$ cat config.mk
export PLATFORM = sky130hd
export DESIGN_NAME = sensor_ctrl_mc_flat
export DESIGN_NICKNAME = d
export VERILOG_FILES = /design/src/rtl/sensor_ctrl_mc_if.sv /design/src/rtl/sensor_ctrl_mc.sv /design/src/flat_wrapper.sv
export SDC_FILE = /design/constraint.sdc
export NUM_CORES = 2
export LEC_CHECK = 0
export CORE_MARGIN = 2
export CORE_UTILIZATION = 35
export DETAILED_ROUTE_END_ITERATION = 8
export DONT_BUFFER_PORTS = 1
export PLACE_DENSITY_LB_ADDON = 0.15
export SETUP_SLACK_MARGIN = 0.2
export SYNTH_ARGS = -nofsm -noshare
export SYNTH_HDL_FRONTEND = slang
export SYNTH_SLANG_ARGS = --single-unit
$ cat constraint.sdc
create_clock -name clk -period 4.6 [get_ports clk]
set_input_delay 0.46 -clock clk [delete_from_list [all_inputs] [get_ports clk]]
set_output_delay 0.46 -clock clk [all_outputs]
set_load 0.02 [all_outputs]
$ cat src/rtl/sensor_ctrl_mc_if.sv
// sensor_ctrl_mc_if: CPU-side control/read bus plus sensor pins for sensor_ctrl_mc.
// Optional macro SCTRL_DROP_CNT_EN adds the sctrl_drop_cnt status word.
interface sensor_ctrl_mc_if #(
    parameter int unsigned DATA_W = 32,
    parameter int unsigned DEPTH  = 64,
    parameter int unsigned NUM_CH = 2,
    parameter int unsigned CH_W   = 3
);
    localparam int unsigned AW = $clog2(DEPTH);

    logic                     sctrl_en;
    logic                     sctrl_clear;
    logic [AW-1:0]            sctrl_addr;
    logic [DATA_W-1:0]        sctrl_out;
    logic [CH_W-1:0]          sctrl_ch;
    logic [AW:0]              sctrl_level;
    logic                     sctrl_interrupt;
    logic                     sctrl_err;
    logic [NUM_CH-1:0]        sensor_en;
    logic [NUM_CH-1:0]        sensor_ready;
    logic [NUM_CH*DATA_W-1:0] sensor_out;
`ifdef SCTRL_DROP_CNT_EN
    logic [15:0]              sctrl_drop_cnt;

    modport master (
        output sctrl_en, sctrl_clear, sctrl_addr, sensor_ready, sensor_out,
        input  sctrl_out, sctrl_ch, sctrl_level, sctrl_interrupt, sctrl_err,
               sensor_en, sctrl_drop_cnt
    );
    modport slave (
        input  sctrl_en, sctrl_clear, sctrl_addr, sensor_ready, sensor_out,
        output sctrl_out, sctrl_ch, sctrl_level, sctrl_interrupt, sctrl_err,
               sensor_en, sctrl_drop_cnt
    );
`else
    modport master (
        output sctrl_en, sctrl_clear, sctrl_addr, sensor_ready, sensor_out,
        input  sctrl_out, sctrl_ch, sctrl_level, sctrl_interrupt, sctrl_err,
               sensor_en
    );
    modport slave (
        input  sctrl_en, sctrl_clear, sctrl_addr, sensor_ready, sensor_out,
        output sctrl_out, sctrl_ch, sctrl_level, sctrl_interrupt, sctrl_err,
               sensor_en
    );
`endif
endinterface

$ cat src/rtl/sensor_ctrl_mc.sv
// sensor_ctrl_mc: multi-channel sensor capture into a DEPTH-entry buffer with
// round-robin arbitration, buffer-full interrupt and registered CPU read port.
// Optional macro SCTRL_DROP_CNT_EN: keeps sensors enabled while FULL and counts
// dropped samples (FULL-state pulses and FILL-state overruns) in sctrl_drop_cnt.
module sensor_ctrl_mc #(
    parameter int unsigned DATA_W = 32,
    parameter int unsigned DEPTH  = 64,
    parameter int unsigned NUM_CH = 2,
    parameter int unsigned CH_W   = 3
) (
    input logic             clk,
    input logic             rst,
    sensor_ctrl_mc_if.slave bus
);
    localparam int unsigned AW = $clog2(DEPTH);
    localparam int unsigned RW = (NUM_CH > 1) ? $clog2(NUM_CH) : 1;

    localparam logic [1:0] ST_IDLE = 2'd0;
    localparam logic [1:0] ST_FILL = 2'd1;
    localparam logic [1:0] ST_FULL = 2'd2;

    logic [1:0]        state;
    logic [1:0]        state_nxt;
    logic [AW-1:0]     wptr;
    logic [AW:0]       level;
    logic [RW-1:0]     rr_ptr;
    logic [NUM_CH-1:0] pending;
    logic              irq;
    logic              err;
    logic [NUM_CH-1:0] sen;
    logic              sen_nxt;

    logic [DATA_W-1:0] hold     [NUM_CH];
    logic [DATA_W-1:0] mem_data [DEPTH];
    logic [CH_W-1:0]   mem_tag  [DEPTH];
    logic [DATA_W-1:0] rd_data;
    logic [CH_W-1:0]   rd_tag;

    logic              gnt_valid;
    logic [RW-1:0]     gnt_idx;
    logic [RW-1:0]     cand;
    logic [NUM_CH-1:0] gnt_oh;
    logic              capture;
    logic              do_write;
    logic              full_hit;
    logic [NUM_CH-1:0] take;
    logic [NUM_CH-1:0] ovr;

    assign capture  = (state == ST_FILL) && !bus.sctrl_clear;
    assign do_write = capture && gnt_valid;
    assign full_hit = do_write && (level == (AW+1)'(DEPTH - 1));

    // Round-robin grant: first pending channel at or after rr_ptr
    always_comb begin
        gnt_valid = 1'b0;
        gnt_idx   = '0;
        cand      = '0;
        gnt_oh    = '0;
        for (int unsigned i = 0; i < NUM_CH; i++) begin
            cand = RW'((32'(rr_ptr) + i) % NUM_CH);
            if (!gnt_valid && pending[cand]) begin
                gnt_valid = 1'b1;
                gnt_idx   = cand;
            end
        end
        if (do_write) begin
            gnt_oh[gnt_idx] = 1'b1;
        end
    end

    // Sample acceptance; a channel granted this cycle frees its slot for a new sample
    always_comb begin
        take = '0;
        ovr  = '0;
        for (int unsigned k = 0; k < NUM_CH; k++) begin
            if (capture && bus.sensor_ready[k]) begin
                if (pending[k] && !gnt_oh[k]) begin
                    ovr[k] = 1'b1;
                end else begin
                    take[k] = 1'b1;
                end
            end
        end
    end

    // Next-state: clear restarts the frame from any state
    always_comb begin
        state_nxt = state;
        if (bus.sctrl_clear) begin
            state_nxt = bus.sctrl_en ? ST_FILL : ST_IDLE;
        end else begin
            case (state)
                ST_IDLE: if (bus.sctrl_en) state_nxt = ST_FILL;
                ST_FILL: begin
                    if (full_hit) begin
                        state_nxt = ST_FULL;
                    end else if (!bus.sctrl_en) begin
                        state_nxt = ST_IDLE;
                    end
                end
                ST_FULL: state_nxt = ST_FULL;
                default: state_nxt = ST_IDLE;
            endcase
        end
    end

`ifdef SCTRL_DROP_CNT_EN
    assign sen_nxt = (state_nxt == ST_FILL) || (state_nxt == ST_FULL);
`else
    assign sen_nxt = (state_nxt == ST_FILL);
`endif

    // Control state, pointers, pending flags and status flags
    always_ff @(posedge clk) begin
        if (!rst) begin
            state   <= ST_IDLE;
            wptr    <= '0;
            level   <= '0;
            rr_ptr  <= '0;
            pending <= '0;
            irq     <= 1'b0;
            err     <= 1'b0;
            sen     <= '0;
        end else begin
            state <= state_nxt;
            sen   <= {NUM_CH{sen_nxt}};
            if (bus.sctrl_clear) begin
                wptr    <= '0;
                level   <= '0;
                pending <= '0;
                irq     <= 1'b0;
                err     <= 1'b0;
            end else begin
                if (do_write) begin
                    wptr   <= wptr + 1'b1;
                    level  <= level + 1'b1;
                    rr_ptr <= RW'((32'(gnt_idx) + 1) % NUM_CH);
                    if (full_hit) begin
                        irq <= 1'b1;
                    end
                end
                if (|ovr) begin
                    err <= 1'b1;
                end
                pending <= (pending & ~gnt_oh) | take;
            end
        end
    end

    // Per-channel holding registers (not reset)
    always_ff @(posedge clk) begin
        for (int unsigned k = 0; k < NUM_CH; k++) begin
            if (take[k]) begin
                hold[k] <= bus.sensor_out[k*DATA_W +: DATA_W];
            end
        end
    end

    // Buffer RAM write (not reset)
    always_ff @(posedge clk) begin
        if (do_write) begin
            mem_data[wptr] <= hold[gnt_idx];
            mem_tag[wptr]  <= CH_W'(gnt_idx);
        end
    end

    // Registered read port; same-address write in this cycle returns old data
    always_ff @(posedge clk) begin
        if (!rst) begin
            rd_data <= '0;
            rd_tag  <= '0;
        end else begin
            rd_data <= mem_data[bus.sctrl_addr];
            rd_tag  <= mem_tag[bus.sctrl_addr];
        end
    end

`ifdef SCTRL_DROP_CNT_EN
    logic [15:0] drop_cnt;
    logic [4:0]  drop_inc;
    logic [16:0] drop_sum;

    // Count drops this cycle: any pulse while FULL plus FILL overruns
    always_comb begin
        drop_inc = '0;
        for (int unsigned k = 0; k < NUM_CH; k++) begin
            if (((state == ST_FULL) && bus.sensor_ready[k]) || ovr[k]) begin
                drop_inc = drop_inc + 5'd1;
            end
        end
        drop_sum = {1'b0, drop_cnt} + 17'(drop_inc);
    end

    // Saturating drop counter
    always_ff @(posedge clk) begin
        if (!rst || bus.sctrl_clear) begin
            drop_cnt <= '0;
        end else if (drop_sum[16]) begin
            drop_cnt <= '1;
        end else begin
            drop_cnt <= drop_sum[15:0];
        end
    end

    assign bus.sctrl_drop_cnt = drop_cnt;
`endif

    assign bus.sctrl_out       = rd_data;
    assign bus.sctrl_ch        = rd_tag;
    assign bus.sctrl_level     = level;
    assign bus.sctrl_interrupt = irq;
    assign bus.sctrl_err       = err;
    assign bus.sensor_en       = sen;
endmodule

$ cat src/flat_wrapper.sv
// flat-port wrapper written by rule: the top's interface ports become plain ports
module sensor_ctrl_mc_flat 
#(
    parameter int unsigned DATA_W = 32,
    parameter int unsigned DEPTH  = 64,
    parameter int unsigned NUM_CH = 2,
    parameter int unsigned CH_W   = 3
)
  (clk, rst, bus_sctrl_en, bus_sctrl_clear, bus_sctrl_addr, bus_sensor_ready, bus_sensor_out, bus_sctrl_out, bus_sctrl_ch, bus_sctrl_level, bus_sctrl_interrupt, bus_sctrl_err, bus_sensor_en);
  sensor_ctrl_mc_if #(.DATA_W(DATA_W), .DEPTH(DEPTH), .NUM_CH(NUM_CH), .CH_W(CH_W)) bus_i ();
  input logic clk;
  input logic rst;
  input wire logic [$bits(bus_i.sctrl_en)-1:0] bus_sctrl_en;
  input wire logic [$bits(bus_i.sctrl_clear)-1:0] bus_sctrl_clear;
  input wire logic [$bits(bus_i.sctrl_addr)-1:0] bus_sctrl_addr;
  input wire logic [$bits(bus_i.sensor_ready)-1:0] bus_sensor_ready;
  input wire logic [$bits(bus_i.sensor_out)-1:0] bus_sensor_out;
  output wire logic [$bits(bus_i.sctrl_out)-1:0] bus_sctrl_out;
  output wire logic [$bits(bus_i.sctrl_ch)-1:0] bus_sctrl_ch;
  output wire logic [$bits(bus_i.sctrl_level)-1:0] bus_sctrl_level;
  output wire logic [$bits(bus_i.sctrl_interrupt)-1:0] bus_sctrl_interrupt;
  output wire logic [$bits(bus_i.sctrl_err)-1:0] bus_sctrl_err;
  output wire logic [$bits(bus_i.sensor_en)-1:0] bus_sensor_en;
  assign bus_i.sctrl_en = bus_sctrl_en;
  assign bus_i.sctrl_clear = bus_sctrl_clear;
  assign bus_i.sctrl_addr = bus_sctrl_addr;
  assign bus_i.sensor_ready = bus_sensor_ready;
  assign bus_i.sensor_out = bus_sensor_out;
  assign bus_sctrl_out = bus_i.sctrl_out;
  assign bus_sctrl_ch = bus_i.sctrl_ch;
  assign bus_sctrl_level = bus_i.sctrl_level;
  assign bus_sctrl_interrupt = bus_i.sctrl_interrupt;
  assign bus_sctrl_err = bus_i.sctrl_err;
  assign bus_sensor_en = bus_i.sensor_en;
  sensor_ctrl_mc #(.DATA_W(DATA_W), .DEPTH(DEPTH), .NUM_CH(NUM_CH), .CH_W(CH_W)) u_core (.clk(clk), .rst(rst), .bus(bus_i));
endmodule
Word-level counts from Yosys, hierarchy flattened --
Memories as Yosys holds them, arrays and structs flattened. A register that Yosys moved wholly into a read port is not among the register bits. Index checks and enable logic that the tools add are counted.
Word-level totals: bits in registers 24, bits in latches 0, bits in writable memories 2176, bits in read-only memories 0, bits of input ports 76, output and inout bits 46, logic and storage cells 80, memories kept 3
Operators by class: add/subtract/negate cells 4, multipliers 0, divide/modulo/power cells 0, magnitude comparators 4, eq/ne operators 4, shift-type cells 0, multiplexer cells 31, bitwise gates (word level) 5, reduce and logical (&&, ||, !) cells 20
Memories:
- u_core.mem_data | depth 64, width 32, read ports 1, clocked after memory_dff 1, wr ports 1, line sensor_ctrl_mc.sv:34 | logic [DATA_W-1:0] mem_data [DEPTH];
- u_core.hold | depth 2, width 32, read ports 1, clocked after memory_dff 0, wr ports 2, line sensor_ctrl_mc.sv:33 | logic [DATA_W-1:0] hold [NUM_CH];
- u_core.mem_tag | depth 64, width 1, read ports 1, clocked after memory_dff 1, wr ports 1, line sensor_ctrl_mc.sv:35 | logic [CH_W-1:0] mem_tag [DEPTH];
Operators with widths (number):
- 1-bit 2-to-1 mux | 24
- 2-bit 2-to-1 mux | 5
- 1-bit logical AND | 9
- 7-bit by 1-bit adder with 7-bit output, second input constant | 1
- 7-bit by 6-bit == test with 1-bit output, second input constant | 1
- 6-bit by 1-bit adder with 6-bit output, second input constant | 1
- 1-bit logical NOT | 6
- 1-bit by 2-bit less-than comparator with 1-bit output, second input constant | 3
- 2-bit case mux with 3 select lines | 1
- 2-bit by 1-bit == test with 1-bit output, second input constant | 2
- 2-bit AND reduction | 2
- 2-bit OR reduction | 2
- 1-bit adder, second input constant | 2
- 2-bit AND | 1
- 2-bit == test, second input constant | 1
- 2-bit logical NOT | 1
- 1-bit inverter | 2
- 2-bit inverter | 1
- 2-bit OR | 1
- 1-bit demux with 1-bit select | 1
- 1-bit >= comparator, second input constant | 1

Depth between registers and ports, before layout --
depth in word-level cells 17, gate-level depth with buffers 10, mapped depth without buffers 5

Worst setup path before layout --
No wires, ideal clock.
path type input to register, start in bus_sctrl_clear, end mem u_core.mem_data[45][0], enable pin, setup time 0.423 ns, arrival 3.134 ns, data required time 4.177 ns, setup slack 1.043 ns, cell stages on the path 5, buffers on the path 1, cell sequence nor3b_2 > o21a_1 > buf_1 > nand3_1 > nor2_1
Between the ends: longest elaborated chain between the ends 5
RTL lines:
- start: declaration | line flat_wrapper.sv:14 | input wire logic [$bits(bus_i.sctrl_clear)-1:0] bus_sctrl_clear;
- 1-bit logical NOT | line sensor_ctrl_mc.sv:49 | assign capture = (state == ST_FILL) && !bus.sctrl_clear;
- 1-bit logical AND | line sensor_ctrl_mc.sv:49
- 1-bit logical AND | line sensor_ctrl_mc.sv:50 | assign do_write = capture && gnt_valid;
- 1-bit 2-to-1 mux | line sensor_ctrl_mc.sv:161 | if (do_write) begin
- 1-bit 2-to-1 mux (not written as such) | line sensor_ctrl_mc.sv:162 | mem_data[wptr] <= hold[gnt_idx];
- end: declaration | line sensor_ctrl_mc.sv:34
Every way passes these cells.

Final worst setup path --
start reg u_core.state[1], end mem u_core.mem_data[3][20], enable pin
Between the ends: longest elaborated chain between the ends 5
RTL lines:
- start: declaration | line sensor_ctrl_mc.sv:22 | logic [1:0] state;
- start signal: assignment | line sensor_ctrl_mc.sv:125 | state <= state_nxt;
- 2-bit by 1-bit == test with 1-bit output | line sensor_ctrl_mc.sv:49
- 1-bit logical AND | line sensor_ctrl_mc.sv:49
- 1-bit logical AND | line sensor_ctrl_mc.sv:50
- 1-bit 2-to-1 mux | line sensor_ctrl_mc.sv:161
- 1-bit 2-to-1 mux (not written as such) | line sensor_ctrl_mc.sv:162
Every way passes these cells.

==> run metrics <==
Post-synth ARST share 0%; H-tree Lvls 4; skew final 0.0419 ns; register area share after synthesis 78.4%; synthesis-to-layout area growth 15.3%; Synth cell types 53; maximum VDD drop 0.411 mV; relative slew slack -44.1%; DRT Pass-1 Iters 5; Final ANT Viol Nets 0; fin cells 7290; vias per cell 5.39; Yosys top cell area share 77.1%; worst setup margin 0.837 ns; Row Count 180; Reg2Reg Depth 6; unrepaired setup endpoints after global routing false; Residual DRC 0; initial antenna violation count 8; Final period util 81.8%; max-cap violations 0; CP peak stage delay 0.84 ns; status finished, violations left; worst-path fanout max 14; sum of negative setup slack 0 ns; All-Layer GR Usage 19.6%; first-pass GRT wire length 333 mm; Final nets 3981; dpl cells 6774; total core area 0.241 mm²; Die Ht 496 µm; CTS Buffer Depth 3; post-synthesis instance total 3640; Ports 122; CP Launch Type flop; Hold WC Path Type input port to flop; Area contributors post-synth edfxtp_1, mux4_2, mux2i_1; CTS Buf Count 229; Critical Path, Cell by Cell nor3b_2 > o21a_1 > nor2b_1 > nand2_1 > nor2_4 > buf_4; actual slew at the worst max-slew pin 2.16 ns; DIE WIDTH 496 µm; clock sinks 2230; fraction of layout cells with a size suffix above 1 29.0%; DR vias 39300; largest net degree at the start of global routing 523; Slew Viols, Final 442; Final Critical Period 3.76 ns; minimum hold slack 0.109 ns; CTS-repair resized insts 0; CP arrival 4.25 ns; Ys Warns 0; hpwl dp 127 mm; Routed WL per cell 33.1 µm; Post-Place Setup Slack 0.772 ns; main flop type after synthesis edfxtp_1; final setup vio count 0; Crit. Startpoint u_core.state[1]; GP Congestion 0.726; Syn Area/Cell 23.3 µm²; grt ovf 0; post-synthesis cell area 0.0847 mm²; Hold Path Depth 3; die area 0.246 mm²; Hold Crit Start bus_sctrl_addr[5]; Leak 30.3 nW; CP Class flop to flop; vias in the first global route 40700; R2R setup slack 0.84 ns; critical path capture point type flop; Clk pin slew, worst setup/hold paths 0.06 ns; Final Hold Vio Count 0; Initial Util 35.2%; DRT Wirelength 241 mm; FF+latch count, synth 2230; FMAX 0.266 GHz; leading area contributor after synthesis edfxtp_1; Post-CTS Setup Inserts 0; required time of the critical path 5.09 ns; First DRT Iteration DRCs 4178; worst-skew pair later-pin latency 0.86 ns; EDFF count, synth 2176; root buf cell clkbuf_16; number of port buffers 0; FF-to-FF Start u_core.state[1]; Crit-path slowest cell nor2_4; violated checks max-slew violations; CTS tree yes; Pwr per Cell Area 427 mW/mm²
-- metrics by stage --
| stage | instance area [µm²] | utilization, % | power, mW |
|---|---|---|---|
| 3_5_place_dp | 89500 | 37.2 | 23.9 |
| 6_report | 97700 | 40.6 | 41.8 |
| 2_1_floorplan | 84700 | - | 23.7 |
| 3_3_place_gp | 89500 | 37.2 | 23.9 |
| 5_1_grt | 97700 | 40.6 | 42.9 |
| 4_1_cts | 97700 | 40.6 | 42.1 |
-- power by group --
group / total (mW) / switching [mW] / internal, mW / leakage [nW]
combinational: 1.31 / 0.601 / 0.706 / 6.58
clock: 18.2 / 7.86 / 10.3 / 3.61
sequential: 22.3 / 0.0939 / 22.2 / 20.1
-- final timing paths --
path / to
worst max-delay path: u_core.mem_data[3][20]
worst min-delay path: u_core.bus.sctrl_out[3]
worst max register to register: u_core.mem_data[3][20]
worst min register to register: u_core.state[1]
-- flip-flops by register name (all words and copies together), names as in the netlist --
register,flops
u_core.state,2
u_core.bus.sctrl_interrupt,1
u_core.rr_ptr,1
u_core.pending,2
u_core.mem_data,2048
u_core.wptr,6
u_core.mem_tag,64
u_core.bus.sctrl_level,7
u_core.bus.sctrl_out,32
u_core.bus.sctrl_ch,1
u_core.bus.sctrl_err,1
u_core.hold,64
u_core.bus.sensor_en,1
-- synth_stat cells (all sizes together), types with 9 or more instances --
master  count
o22ai      19
mux2       18
nor2b      13
a22oi      24
o21ai      15
nand2     146
edfxtp   2176
dfxtp      54
o211ai     10
clkbuf     58
nor3        9
nand3      15
mux2i     122
nor2      108
buf       136
a21oi      28
mux4      590
-- layout make-up --
| class | count | area [µm²] |
|---|---|---|
| Clock inverter | 127 | 972 |
| Fill cell | 21100 | 143000 |
| Antenna cell | 4 | 10.0 |
| Clock buffer | 302 | 6350 |
| Timing Repair Buffer | 225 | 2120 |
| Inverter | 4 | 18.8 |
| Multi-Input combinational cell | 1213 | 17800 |
| Sequential cell | 2230 | 66400 |
| Tap cell | 3185 | 3990 |
-- layer usage --
metal | global-route usage [%] | routed length [µm] | part of all wire, % | vias up
li1 | - | - | - | 16000
met1 | 27.9 | 106000 | 44 | 21700
met2 | 30.9 | 114000 | 47 | 1255
met3 | 3.51 | 14800 | 6.1 | 311
met4 | 5.89 | 7010 | 2.9 | 0
met5 | 0 | 0 | 0 | -
-- repair_timing --
item                       4_1_cts  5_1_grt
hold buffers                    82        1
hold endpoints to repair       111        1
setup endpoints to repair        0        0
-- cells by family (layout without fill, tap and decap cells) --
group / Yosys count / count (layout) / synth area share (%)
buffers and inverters: 198 / 658 / 1.29
AOI/OAI and AO/OA: 148 / 148 / 1.21
muxes: 730 / 730 / 17.4
DFF: 2230 / 2230 / 78.4
other: 1 / 6 / 0.00443
xor gates and xnor gates: 8 / 8 / 0.0827
and+or+nand+nor: 323 / 323 / 1.62
adders and majority gates: 2 / 2 / 0.0295
-- critical path: cells and delay by family, from the launching register on --
| family | cells | cell delay (ns) |
|---|---|---|
| buf+inv | 1 | 0.43 |
| flops | 1 | 0.33 |
| compound gates | 1 | 0.24 |
| simple gates | 4 | 2.34 |
-- cell usage in the layout, fill, tap and decap left out, drive strengths merged, types with 18 or more instances in the layout --
cell	instances
o22ai	19
mux2i	122
nor2	108
clkinv	102
edfxtp	2176
nand2	146
mux2	18
a22oi	24
a21oi	28
clkbuf	302
dfxtp	54
mux4	590
buf	144
dlygate4sd3	81
(Power assumes the default switching activity.)
